--- config.mk ---
export PLATFORM = sky130hd
export DESIGN_NAME = fetch_unit
export DESIGN_NICKNAME = d
export VERILOG_FILES = /design/src/rtl/fetch_pkg.sv /design/src/rtl/fetch_ras.sv /design/src/rtl/fetch_unit.sv
export SDC_FILE = /design/constraint.sdc
export NUM_CORES = 1
export LEC_CHECK = 0
export ABC_AREA = 1
export CAP_MARGIN = 15
export CORE_UTILIZATION = 55
export CTS_BUF_LIST = sky130_fd_sc_hd__clkbuf_8
export DETAILED_ROUTE_END_ITERATION = 6
export PLACE_DENSITY_LB_ADDON = 0.3
export SYNTH_ARGS = -nofsm -noshare
export SYNTH_HDL_FRONTEND = slang
export SYNTH_SLANG_ARGS = --single-unit
export TNS_END_PERCENT = 100
--- constraint.sdc ---
create_clock -name clk -period 5.3 [get_ports clk]
set_input_delay 0.795 -clock clk [delete_from_list [all_inputs] [get_ports clk]]
set_output_delay 0.795 -clock clk [all_outputs]
set_load 0.02 [all_outputs]
--- src/rtl/fetch_pkg.sv ---
`default_nettype none
// ============================================================================
// Module   : fetch_pkg
// Brief    : Shared types and constants for the fetch sequencer and its RAS.
// Revision : 1.0 - initial release
// ============================================================================
package fetch_pkg;

    typedef enum logic [0:0] {
        RUN  = 1'b0,
        HALT = 1'b1
    } state_t;

    typedef enum logic [2:0] {
        SEL_SEQ  = 3'd0,
        SEL_BR   = 3'd1,
        SEL_JMP  = 3'd2,
        SEL_CALL = 3'd3,
        SEL_RET  = 3'd4
    } sel_t;

    localparam int unsigned RAS_DEPTH_DEF = 4;
    localparam int unsigned RAS_PTR_W     = $clog2(RAS_DEPTH_DEF);

    // Pointer width for an arbitrary stack depth; never narrower than 1 bit.
    function automatic int ras_ptr_w(input int depth);
        return (depth > 1) ? $clog2(depth) : 1;
    endfunction

endpackage
`default_nettype wire

--- src/rtl/fetch_ras.sv ---
`default_nettype none
// ============================================================================
// Module   : fetch_ras
// Brief    : Circular return-address stack with saturating occupancy count.
// Revision : 1.0 - initial release
// ============================================================================
module fetch_ras
    import fetch_pkg::*;
#(
    parameter int unsigned ADDR_W    = 16,
    parameter int unsigned RAS_DEPTH = 4
) (
    input  logic              clk,
    input  logic              rst,
    input  logic              push,
    input  logic              pop,
    input  logic [ADDR_W-1:0] push_data,
    output logic [ADDR_W-1:0] top_data,
    output logic              empty,
    output logic              full
);

    localparam int unsigned C_PTR_W = ras_ptr_w(RAS_DEPTH);
    localparam logic [C_PTR_W:0] C_FULL = (C_PTR_W + 1)'(RAS_DEPTH);

    logic [ADDR_W-1:0]  r_mem [RAS_DEPTH];
    logic [C_PTR_W-1:0] r_wp;
    logic [C_PTR_W:0]   r_count;
    logic [C_PTR_W-1:0] w_top_idx;
    logic               w_do_pop;
    logic               w_do_push;

    // r_wp names the next free slot; when full it names the oldest entry,
    // so a push in that state overwrites it.
    assign w_top_idx = r_wp - C_PTR_W'(1);
    assign empty     = (r_count == '0);
    assign full      = (r_count == C_FULL);
    assign top_data  = r_mem[w_top_idx];
    assign w_do_pop  = pop && !empty;
    assign w_do_push = push && !w_do_pop;

    always_ff @(posedge clk) begin
        if (rst) begin
            r_wp    <= '0;
            r_count <= '0;
        end else if (w_do_pop) begin
            r_wp    <= w_top_idx;
            r_count <= r_count - 1'b1;
        end else if (w_do_push) begin
            r_wp <= r_wp + C_PTR_W'(1);
            if (!full) begin
                r_count <= r_count + 1'b1;
            end
        end
    end

    always_ff @(posedge clk) begin
        if (w_do_push) begin
            r_mem[r_wp] <= push_data;
        end
    end

endmodule
`default_nettype wire

--- src/rtl/fetch_unit.sv ---
`default_nettype none
// ============================================================================
// Module   : fetch_unit
// Brief    : Next-PC sequencer: jump, call/return, relative branch, stall, halt.
// Revision : 1.0 - initial release
// ============================================================================
module fetch_unit
    import fetch_pkg::*;
#(
    parameter int unsigned ADDR_W    = 16,
    parameter int unsigned JADDR_W   = 13,
    parameter int unsigned IMM_W     = 7,
    parameter int unsigned RAS_DEPTH = 4,
    parameter int unsigned RESET_PC  = 0,
    parameter bit          HALT_EN   = 1'b1,
    parameter int unsigned HALT_PC   = 10
) (
    input  logic               clk,
    input  logic               rst,
    input  logic               stall,
    input  logic               jump,
    input  logic               call,
    input  logic               ret,
    input  logic               branch,
    input  logic               branch_cond,
    input  logic [JADDR_W-1:0] jump_addr,
    input  logic [IMM_W-1:0]   branch_off,
    output logic [ADDR_W-1:0]  pc,
    output logic               pc_valid,
    output logic               halted,
    output logic               ras_overflow,
    output logic               ras_underflow
);

    localparam logic [ADDR_W-1:0] C_RESET_PC = ADDR_W'(RESET_PC);
    localparam logic [ADDR_W-1:0] C_HALT_PC  = ADDR_W'(HALT_PC);

    state_t            r_state;
    state_t            w_state_nxt;
    sel_t              w_sel;
    logic [ADDR_W-1:0] r_pc;
    logic [ADDR_W-1:0] w_pc_nxt;
    logic [ADDR_W-1:0] w_sel_pc;
    logic [ADDR_W-1:0] w_pc_plus1;
    logic [ADDR_W-1:0] w_jmp_target;
    logic [ADDR_W-1:0] w_br_off;
    logic [ADDR_W-1:0] w_br_target;
    logic [ADDR_W-1:0] w_ras_top;
    logic              w_ras_empty;
    logic              w_ras_full;
    logic              w_active;
    logic              w_push;
    logic              w_pop;
    logic              r_ovf;
    logic              r_udf;

    assign w_pc_plus1  = r_pc + ADDR_W'(1);
    assign w_br_off    = ADDR_W'($signed(branch_off));
    assign w_br_target = w_pc_plus1 + w_br_off;

    generate
        if (JADDR_W == ADDR_W) begin : g_jaddr_full
            assign w_jmp_target = ADDR_W'(jump_addr);
        end else begin : g_jaddr_page
            assign w_jmp_target = {w_pc_plus1[ADDR_W-1:JADDR_W], jump_addr};
        end
    endgenerate

    assign w_active = (r_state == RUN) && !stall;
    assign w_push   = w_active && (w_sel == SEL_CALL);
    assign w_pop    = w_active && (w_sel == SEL_RET);

    fetch_ras #(
        .ADDR_W    (ADDR_W),
        .RAS_DEPTH (RAS_DEPTH)
    ) u_ras (
        .clk       (clk),
        .rst       (rst),
        .push      (w_push),
        .pop       (w_pop),
        .push_data (w_pc_plus1),
        .top_data  (w_ras_top),
        .empty     (w_ras_empty),
        .full      (w_ras_full)
    );

    always_comb begin
        w_sel = SEL_SEQ;
        if (ret)                       w_sel = SEL_RET;
        else if (call)                 w_sel = SEL_CALL;
        else if (jump)                 w_sel = SEL_JMP;
        else if (branch && branch_cond) w_sel = SEL_BR;
    end

    // A return on an empty stack falls through to the sequential address.
    always_comb begin
        w_sel_pc = w_pc_plus1;
        case (w_sel)
            SEL_RET:  w_sel_pc = w_ras_empty ? w_pc_plus1 : w_ras_top;
            SEL_CALL: w_sel_pc = w_jmp_target;
            SEL_JMP:  w_sel_pc = w_jmp_target;
            SEL_BR:   w_sel_pc = w_br_target;
            default:  w_sel_pc = w_pc_plus1;
        endcase
    end

    always_comb begin
        w_state_nxt = r_state;
        w_pc_nxt    = r_pc;
        if (w_active) begin
            w_pc_nxt = w_sel_pc;
            if (HALT_EN && (w_sel_pc == C_HALT_PC)) begin
                w_state_nxt = HALT;
            end
        end
    end

    always_ff @(posedge clk) begin
        if (rst) begin
            r_state <= RUN;
            r_pc    <= C_RESET_PC;
            r_ovf   <= 1'b0;
            r_udf   <= 1'b0;
        end else begin
            r_state <= w_state_nxt;
            r_pc    <= w_pc_nxt;
            if (w_push && w_ras_full)  r_ovf <= 1'b1;
            if (w_pop && w_ras_empty)  r_udf <= 1'b1;
        end
    end

    assign pc            = r_pc;
    assign pc_valid      = (r_state == RUN);
    assign halted        = (r_state == HALT);
    assign ras_overflow  = r_ovf;
    assign ras_underflow = r_udf;

endmodule
`default_nettype wire

# Word-level counts from Yosys, hierarchy flattened
# Memories as Yosys holds them, arrays and structs flattened.
# Index checks and enable logic that the tools add are counted.
[word_totals] output_inout_bits=20 wordCells=50 n_memories=1 in_bits=28 ff_bits=24 ramBits=64
[mem_list] name="u_ras.r_mem" depth=4 word_bits=16 read_ports=1 rd_clocked_by_memory_dff=0 wr=1 line="fetch_ras.sv:26" rtl="logic [ADDR_W-1:0] r_mem [RAS_DEPTH];"
[classes] n_mux=13 addsub=6 reduce_logical=16 eq_ne=7 bitwise=1
[ops] operator="16-bit case mux with 3 select lines" count=1
[ops] operator="16-bit by 1-bit adder with 16-bit output (second input constant)" count=1
[ops] operator="16-bit adder" count=1
[ops] operator="16-bit by 4-bit == test with 1-bit output (second input constant)" count=1
[ops] operator="16-bit two-way mux" count=1
[ops] operator="3-bit two-way mux" count=4
[ops] operator="1-bit logical AND" count=8
[ops] operator="2-bit two-way mux" count=4
[ops] operator="3-bit by 2-bit == test with 1-bit output (second input constant)" count=2
[ops] operator="3-bit == test (second input constant)" count=2
[ops] operator="2-bit AND reduction" count=2
[ops] operator="3-bit by 1-bit adder with 3-bit output (second input constant)" count=1
[ops] operator="3-bit by 1-bit == test with 1-bit output (second input constant)" count=1
[ops] operator="1-bit zero test" count=3
[ops] operator="3-bit zero test" count=1
[ops] operator="1-bit two-way mux" count=3
[ops] operator="3-bit by 1-bit subtractor with 3-bit output (second input constant)" count=1
[ops] operator="2-bit by 1-bit adder with 2-bit output (second input constant)" count=1
[ops] operator="2-bit by 1-bit != test with 1-bit output (second input constant)" count=1
[ops] operator="2-bit nonzero test" count=1
[ops] operator="2-bit OR reduction" count=1
[ops] operator="2-bit by 1-bit subtractor with 2-bit output (second input constant)" count=1
[ops] operator="1-bit inverter" count=1

# Depth between registers and ports, before layout
# Gate-level depths: netlist (run 1).
[depth] depth_word=12 mapped_depth=25 mapped_depth_nobuf=25

# By module
# A second synthesis (run 1) with hierarchy kept.
[unflattened] hier_cells=708 hier_area_um2=5535.3
[modules_own_cells] module="fetch_unit" seq_area_each_um2=380.4 instances=1 area_each_um2=2795.2 cells_each=499
[modules_own_cells] module="fetch_ras" seq_area_each_um2=2021.9 instances=1 area_each_um2=2740.1 cells_each=209

# Least setup slack after synthesis (run 1)
# Ideal clock, no wire load.
[synth_path] path_type="register to register" from="register r_pc[0] (netlist: pc[0])" to="register r_state (netlist: halted)" stages_incl_launch_ff=20 arrival_ns=2.679 period_less_slack_ns=2.749 setup_slack_ns=2.551 n_path_buf=0 cell_sequence="dfxtp_1 > ha_1 > nand2_1 > nor2_2 > nand2_1 > xor2_1 > ha_1 > nand2_1 > inv_1 > nand2_1 > nand2_1 > a21oi_1 > nand3_1 > nand3_1 > nand2_1 > nand2_1 > nand2_1 > nor3_1 > nand2_1 > a21oi_1"
[synth_via] elab_chain_cells=5
[synth_rtl] item="from (decl)" line="fetch_unit.sv:41" rtl="logic [ADDR_W-1:0] r_pc;"
[synth_rtl] item="from (signal assigned)" line="fetch_unit.sv:126" rtl="r_pc <= w_pc_nxt;"
[synth_rtl] item="16-bit by 1-bit adder with 16-bit output *" line="fetch_unit.sv:57" rtl="assign w_pc_plus1 = r_pc + ADDR_W'(1);"
[synth_rtl] item="named net u_ras.push_data[8]" line="fetch_ras.sv:17" rtl="input logic [ADDR_W-1:0] push_data,"
[synth_rtl] item="16-bit adder / 16-bit two-way mux (equally long branches)" line="fetch_unit.sv:59, fetch_unit.sv:99"
[synth_rtl] item="16-bit case mux with 3 select lines *" line="fetch_unit.sv:98" rtl="case (w_sel)"
[synth_rtl] item="16-bit by 4-bit == test with 1-bit output *" line="fetch_unit.sv:112" rtl="if (HALT_EN && (w_sel_pc == C_HALT_PC)) begin"
[synth_rtl] item="2-bit AND reduction (no source line) *"
[synth_rtl] item="to (signal assigned)" line="fetch_unit.sv:125" rtl="r_state <= w_state_nxt;"
[synth_rtl] item="to (decl)" line="fetch_unit.sv:38" rtl="state_t r_state;"
# Mark *: on every way through the listed nets, which the timed path passes. The rest lies on a longest branch.
# A chain may end at the register's enable or synchronous reset.

# Final worst setup path (run 1)
[layout_path] from="register u_ras.r_wp[0]" to="register r_state (netlist: halted)"
[layout_via] elab_chain_cells=6
[layout_rtl] item="from (decl)" line="fetch_ras.sv:27" rtl="logic [C_PTR_W-1:0] r_wp;"
[layout_rtl] item="from (signal assigned)" line="fetch_ras.sv:47" rtl="r_wp <= w_top_idx;"
[layout_rtl] item="from (signal assigned)" line="fetch_ras.sv:50" rtl="r_wp <= r_wp + C_PTR_W'(1);"
[layout_rtl] item="2-bit by 1-bit subtractor with 2-bit output" line="fetch_ras.sv:35" rtl="assign w_top_idx = r_wp - C_PTR_W'(1);"
[layout_rtl] item="memory read 4 x 16 bit"
[layout_rtl] item="16-bit two-way mux" line="fetch_unit.sv:99" rtl="SEL_RET: w_sel_pc = w_ras_empty ? w_pc_plus1 : w_ras_top;"
[layout_rtl] item="16-bit case mux with 3 select lines" line="fetch_unit.sv:98"
[layout_rtl] item="16-bit by 4-bit == test with 1-bit output" line="fetch_unit.sv:112"
[layout_rtl] item="2-bit AND reduction (no source line)"
# No other way between the ends.

==> flow_metrics.tcl, run 1 <==
set metrics [dict create \
    status "complete, no violations" \
    leakagePower_nw 2.90 \
    wire_per_inst_um 16.3 \
    grt_max_degree 38 \
    start_util_pct 56.8 \
    ys_ff_latch 88 \
    synthesis.nets 803 \
    relSlewSlack_pct 51.6 \
    endpoint_kind "flip-flop" \
    antenna_cells 0 \
    htreeDepth 3 \
    setup_tns_ns 0 \
    crit_family "simple AND/OR/NAND/NOR gates" \
    cp-startpoint "u_ras.r_wp[0]" \
    yosysTopAreaCellShare_pct 34.6 \
    reg2reg_from "u_ras.r_wp[0]" \
    grt_pass1_wl_um 23900 \
    crit_chain "inv_2 > ha_1 > clkinv_1 > nand3_1 > nand2_1 > nor3_1 > nor2_1 > nor2_2 > nand3_1 > nor2_1 > nand3_1 > nor2_1 > nand2_1 > a21oi_1" \
    yosysSeqAreaShare_pct 43.3 \
    grt_usage_pct 30.8 \
    cts_sinks 88 \
    placeableCoreArea_um2 9770 \
    drt_iter0_drc 385 \
    fin_worst_skew_ns 0.0173 \
    worstSetupPathDepth 14 \
    overflow 0 \
    die_y_um 102 \
    drv_cap 0 \
    max_stage_delay_ns 0.66 \
    grt_pass1_vias 4802 \
    slowest_stage "clkinv_1" \
    io_buffer_count 47 \
    period_needed_ns 3.41 \
    power_density_nw_per_um2 286 \
    clk_pin_slew_ns 0.10 \
    drive_above_1_share_pct 5.63 \
    worst_pin_slew_ns 0.723 \
    area_growth_pct 14.6 \
    peakVddDrop_v 0.000141 \
    syn_avg_cell_area_um2 7.40 \
    crit_buf_inv 2 \
    crit_path_end "halted" \
    yosysUniqueCellTypes 40 \
    vias_per_cell 5.41 \
    arrival_ns 3.69 \
    dp_hpwl_um 11000 \
    ff2ff_path_depth 14 \
    cp_max_fo 32 \
    pin_count 48 \
    route.detailed.drc 0 \
    hp-class "flip-flop to flip-flop" \
    first_pass_iters 5 \
    final_cells 933 \
    grt_setup_unrepaired "no" \
    maxSlewViolCount 0 \
    place_inst 917 \
    yosysTopAreaCell "edfxtp_1" \
    cts_max_path_buffers 2 \
    rows 36 \
    ctsResizeCount 0 \
    syn_area_um2 5550 \
    antenna_found_initial 0 \
    cp-start-kind "flip-flop" \
    timing.rr.end "halted" \
    cts_root_buf "clkbuf_8" \
    cts-hold-fix-buffers 0 \
    worstPathRequired_ns 5.58 \
    die_area_um2 10500 \
    cts_made_buffers 9 \
    ant_nets 0 \
    place_congestion 0.936 \
    cts_tree "built" \
    ys_top_cells_by_area "edfxtp_1 35%, nand2_1 16%, dfxtp_1 8.7%, nand3_1 7.4%, inv_1 6.6%" \
    wl_um 15200 \
    path_class "flip-flop to flip-flop" \
    max_freq_mhz 293 \
    die_w_um 102 \
    ff2ff_setup_slack_ns 1.89 \
    insertion_delay_ns 0.36 \
    syn_inst 750 \
    yosysWarnings 0 \
    num-nets-final 848 \
    setup_viol 0 \
    cts_setup_buffers 0 \
    fin_crit_sh_pct 64.3 \
    vias 5052 \
    finalHoldViolations 0 \
]
## synthesized netlist by cell type (all sizes together)
master	n
nor3	7
a22oi	2
edfxtp	64
nand2	242
fa	2
nand3	84
a21oi	34
o21ai	33
buf	14
clkbuf	5
nand3b	4
ha	23
inv	102
xor2	4
or2	5
o21a	1
o21bai	3
dfxtp	24
o211ai	6
clkinv	1
a31oi	4
a21o	1
a211oi	1
nand4	6
nor2	77
and2	1
## cell type report
class                           instances  area, µm²
Clock buffer                            9        124
Clock inverter                          7        119
Fill cell                             884       3420
Inverter                              103        389
Multi-Input combinational cell        540       2640
Sequential cell                        88       2400
Tap cell                              133        166
Timing Repair Buffer                   53        515
## through the flow
step / worst slack [ns] / util [%] / total power [mW] / instance area [µm²] / hold slack, ns
3_5_place_dp: 1.77 / 62.6 / 1.26 / 6120 / 0.466
3_3_place_gp: 1.75 / 62.6 / 1.25 / 6120 / 0.458
5_1_grt: 1.49 / 65.1 / 1.91 / 6360 / 0.513
6_report: 1.89 / 65.1 / 1.82 / 6360 / 0.496
2_1_floorplan: 2.55 / - / 1.12 / 5550 / 0.444
4_1_cts: 1.96 / 65.1 / 1.82 / 6360 / 0.494
## cells by family after synthesis
family                   Yosys count  synth area share, %
AO/OA/AOI/OAI                     85                 8.45
XOR/XNOR                           4                0.631
adder cells (fa/ha/maj)           25                 5.91
buffers and inverters            122                 9.11
flip-flops                        88                 43.3
AND/OR/NAND/NOR                  426                 32.6
## cell usage in the layout (no fill, tap or decap), types with 3 or more instances in the layout
cell type | netlist | layout
clkdlybuf4s50_1 | 0 | 47
xor2_1 | 4 | 4
a31oi_1 | 4 | 4
o21ai_0 | 26 | 26
clkbuf_8 | 0 | 9
nor2_2 | 7 | 7
nand4_1 | 6 | 6
o21ai_1 | 6 | 6
nor2_1 | 69 | 69
inv_1 | 97 | 98
or2_2 | 4 | 4
nor3_1 | 6 | 6
o211ai_1 | 6 | 6
dfxtp_1 | 24 | 24
inv_2 | 4 | 4
ha_1 | 23 | 23
nand2_1 | 239 | 239
nand3_1 | 82 | 82
a21oi_1 | 34 | 34
o21bai_1 | 3 | 3
edfxtp_1 | 64 | 64
nand3b_1 | 4 | 4
buf_4 | 3 | 6
bufinv_16 | 0 | 3
## per-layer routing
metal  share of wire (%)  track usage, %  vias to the layer above  wire length [µm]
li1                    -               -                     2517                 -
met1                  42            39.3                     2275              6430
met2                  48            52.1                      221              7350
met3                 6.9            4.38                       39              1050
met4                 2.6            13.1                        0               396
met5                   0               0                        -                 0
## where the power goes
part           internal [mW]  leakage, nW  switching [mW]
clock                  0.315        0.122           0.252
sequential             0.768        0.787          0.0223
combinational          0.155         1.99           0.307
total                   1.24         2.90           0.582
## worst reg2reg max path: stages, from the launching register on
cell and delay [ns]:
dfxtp_1 0.33, inv_2 0.40, ha_1 0.62, clkinv_1 0.66, nand3_1 0.27, nand2_1 0.08
nor3_1 0.16, nor2_1 0.09, nor2_2 0.12, nand3_1 0.12, nor2_1 0.13, nand3_1 0.10
nor2_1 0.09, nand2_1 0.05, a21oi_1 0.11
## how the worst min path moves through the flow
| stage | from | end | slack (ns) | cells past startpoint |
|---|---|---|---|---|
| floorplan | u_ras.r_count[0] | u_ras.r_count[0] | 0.44 | 1 |
| finish | ras_underflow | ras_underflow | 0.50 | 2 |
| detailed placement | ras_overflow | ras_overflow | 0.47 | 2 |
| global route | ras_underflow | ras_underflow | 0.51 | 2 |
| global placement | u_ras.r_count[0] | u_ras.r_count[0] | 0.46 | 1 |
| CTS | ras_underflow | ras_underflow | 0.49 | 2 |
## flip-flops by register name, indices dropped and copies added (netlist names)
register,flops
ras_underflow,1
halted,1
u_ras.r_mem,64
ras_overflow,1
pc,16
u_ras.r_count,3
u_ras.r_wp,2
Note: power is estimated with default switching activity, not from simulation.
==> run 2: changes to the inputs <==
clock period = 3.1 ns   (was 5.3 ns; I/O delays follow)
==> run 2 against run 1 <==
Power up 62%. Flip-flop and latch count is the same. Routed wire length is 3.1% higher. Critical path depth is 4 higher. Via count is 3.6% higher. Register-to-register slack got worse by 1.7 ns. Die area is the same. Sequential share of layout area shrank 0.89 points. Cell area up 3.0%. Count of clock-buffer cells in the layout unchanged.
==> flow_metrics.tcl, run 2 (same netlist as run 1, synthesis figures left out) <==
set metrics [dict create \
    status "complete, no violations" \
    grt_max_degree 38 \
    wl_um 15700 \
    place_congestion 1.02 \
    hp-class "flip-flop to flip-flop" \
    multi_input_area_um2 2710 \
    antenna_cells 0 \
    overflow 0 \
    die_area_um2 10500 \
    crit_chain "ha_2 > nand2_2 > inv_1 > or2_2 > inv_2 > ha_1 > or2_2 > nand3_1 > nand3b_1 > nand3_1 > nand3_1 > nand2_1 > nand2_1 > nor2_1 > nand3_1 > nor2_1 > nand2_1 > a21oi_1" \
    die_w_um 102 \
    peakVddDrop_v 0.000248 \
    insertion_delay_ns 0.36 \
    vias 5234 \
    cts_max_path_buffers 2 \
    area_growth_pct 17.9 \
    holdPathEnd "ras_underflow" \
    cts-hold-fix-buffers 0 \
    worst_pin_slew_ns 0.559 \
    ant_nets 0 \
    endpoint_kind "flip-flop" \
    grt_pass1_wl_um 23900 \
    first_pass_iters 5 \
    whs_ns 0.481 \
    grt_usage_pct 30.8 \
    seqCellArea_um2 2410 \
    slowest_stage "dfxtp_4" \
    nFillCells 852 \
    pin_count 48 \
    ff2ff_path_depth 18 \
    drv_cap 0 \
    timing.rr.end "halted" \
    maxSlewViolCount 0 \
    fin_worst_skew_ns 0.0166 \
    die_y_um 102 \
    relSlewSlack_pct 62.7 \
    grt_pass1_vias 4811 \
    ff2ff_setup_slack_ns 0.17 \
    crit_top_cell "nand3_1" \
    leakagePower_nw 2.99 \
    fin_crit_sh_pct 94.4 \
    hp-start "ras_underflow" \
    crit_buf_inv 2 \
    hold_depth 2 \
    max_freq_mhz 342 \
    finalHoldViolations 0 \
    max_stage_delay_ns 0.37 \
    wire_per_inst_um 16.5 \
    io_buffer_count 47 \
    worst_slack_ns 0.174 \
    largest_reg_flops 64 \
    cts_tree "built" \
    top_register "u_ras.r_mem" \
    cts_sinks 88 \
    drive_above_1_share_pct 11.1 \
    path_class "flip-flop to flip-flop" \
    num-nets-final 871 \
    drt_iter0_drc 401 \
    start_util_pct 56.8 \
    power_density_nw_per_um2 452 \
    cts_root_buf "clkbuf_8" \
    finish.instance_area_um2 6550 \
    vias_per_cell 5.49 \
    dpl_cell_area_um2 6270 \
    setup_viol 0 \
    layout_common_cells "230 x nand2_1, 96 x inv_1, 82 x nand3_1, 67 x nor2_1, 64 x edfxtp_1" \
    arrival_ns 3.22 \
    placeableCoreArea_um2 9770 \
    reg2reg_from "pc[0]" \
    rows 36 \
    cp-start-kind "flip-flop" \
    cp_max_fo 7 \
    cts_made_buffers 9 \
    htreeDepth 3 \
    crit_family "simple AND/OR/NAND/NOR gates" \
    antenna_found_initial 0 \
    dp_slack_ns -0.00584 \
    dp_hpwl_um 11800 \
    route.detailed.drc 0 \
    period_needed_ns 2.93 \
    layout_commonest_cell "nand2_1" \
    worstPathRequired_ns 3.39 \
    clk_pin_slew_ns 0.09 \
]
run 2: cell count changes in the layout (fill, tap and decap cells not counted), moves of 4 or more:
cell,previous run,this run
buf_4,6,29
dfxtp_1,24,18
dfxtp_2,0,4
nand2_1,239,230
nand2_2,2,10
run 2: worst max path at each step:
stage               start      to  cells past startpoint
floorplan           pc[0]  halted                     19
global placement    pc[0]  halted                     21
detailed placement  pc[0]  halted                     21
CTS                 pc[0]  halted                     18
global route        pc[0]  halted                     18
finish              pc[0]  halted                     18
run 2: power breakdown:
group          total [mW]  internal [mW]  switching (mW)
Clock               0.750          0.358           0.392
Sequential           1.35           1.31          0.0380
Combinational       0.856          0.304           0.552
Total                2.96           1.98           0.982
run 2: per-stage QoR:
stage,setup TNS [ns],instances,power (mW),utilization (%)
floorplan,0,750,1.91,-
global placement,0,937,2.18,64.1
detailed placement,-0.00584,937,2.20,64.1
CTS,0,951,2.93,65.9
global route,-0.0134,954,3.11,67.0
finish,0,954,2.96,67.0
run 2: final cells by class:
type,instances,share of cell area (%)
multi-input cells,540,41.4
flip-flops and latches,88,36.9
repair buffers,76,10.5
inverters,103,5.94
well taps,133,2.54
clock buffers,9,1.89
clock inverters,5,0.784
run 2: metal layers:
| metal | global-route usage (%) | wire, µm | vias up |
|---|---|---|---|
| met3 | 4.58 | 1160 | 41 |
| met1 | 40.3 | 6410 | 2404 |
| met4 | 12.7 | 573 | 0 |
| met2 | 51.2 | 7560 | 212 |
| met5 | 0 | 0 | - |
| li1 | - | - | 2577 |
run 2: worst register-to-register path: cells and delay by family, from the launching register on:
family / cells / cell delay [ns]
DFF: 1 / 0.37
adders and majority gates: 2 / 0.44
AOI/OAI and AO/OA: 1 / 0.11
buffers and inverters: 2 / 0.19
and+or+nand+nor: 13 / 1.76
run 2: repair_timing:
| action | in CTS | in global routing |
|---|---|---|
| pin swaps | 0 | 3 |
| setup buffers | 0 | 3 |
| endpoints found under the hold margin | 0 | 0 |
| gates resized for setup | 1 | 28 |
| endpoints found under the setup margin | 1 | 4 |
==> run 3: changes to the inputs <==
CAP_MARGIN = 10   (was 15)
==> results of run 3 <==
Same layout as run 2: the final DEF is identical, and so are final timing and power.
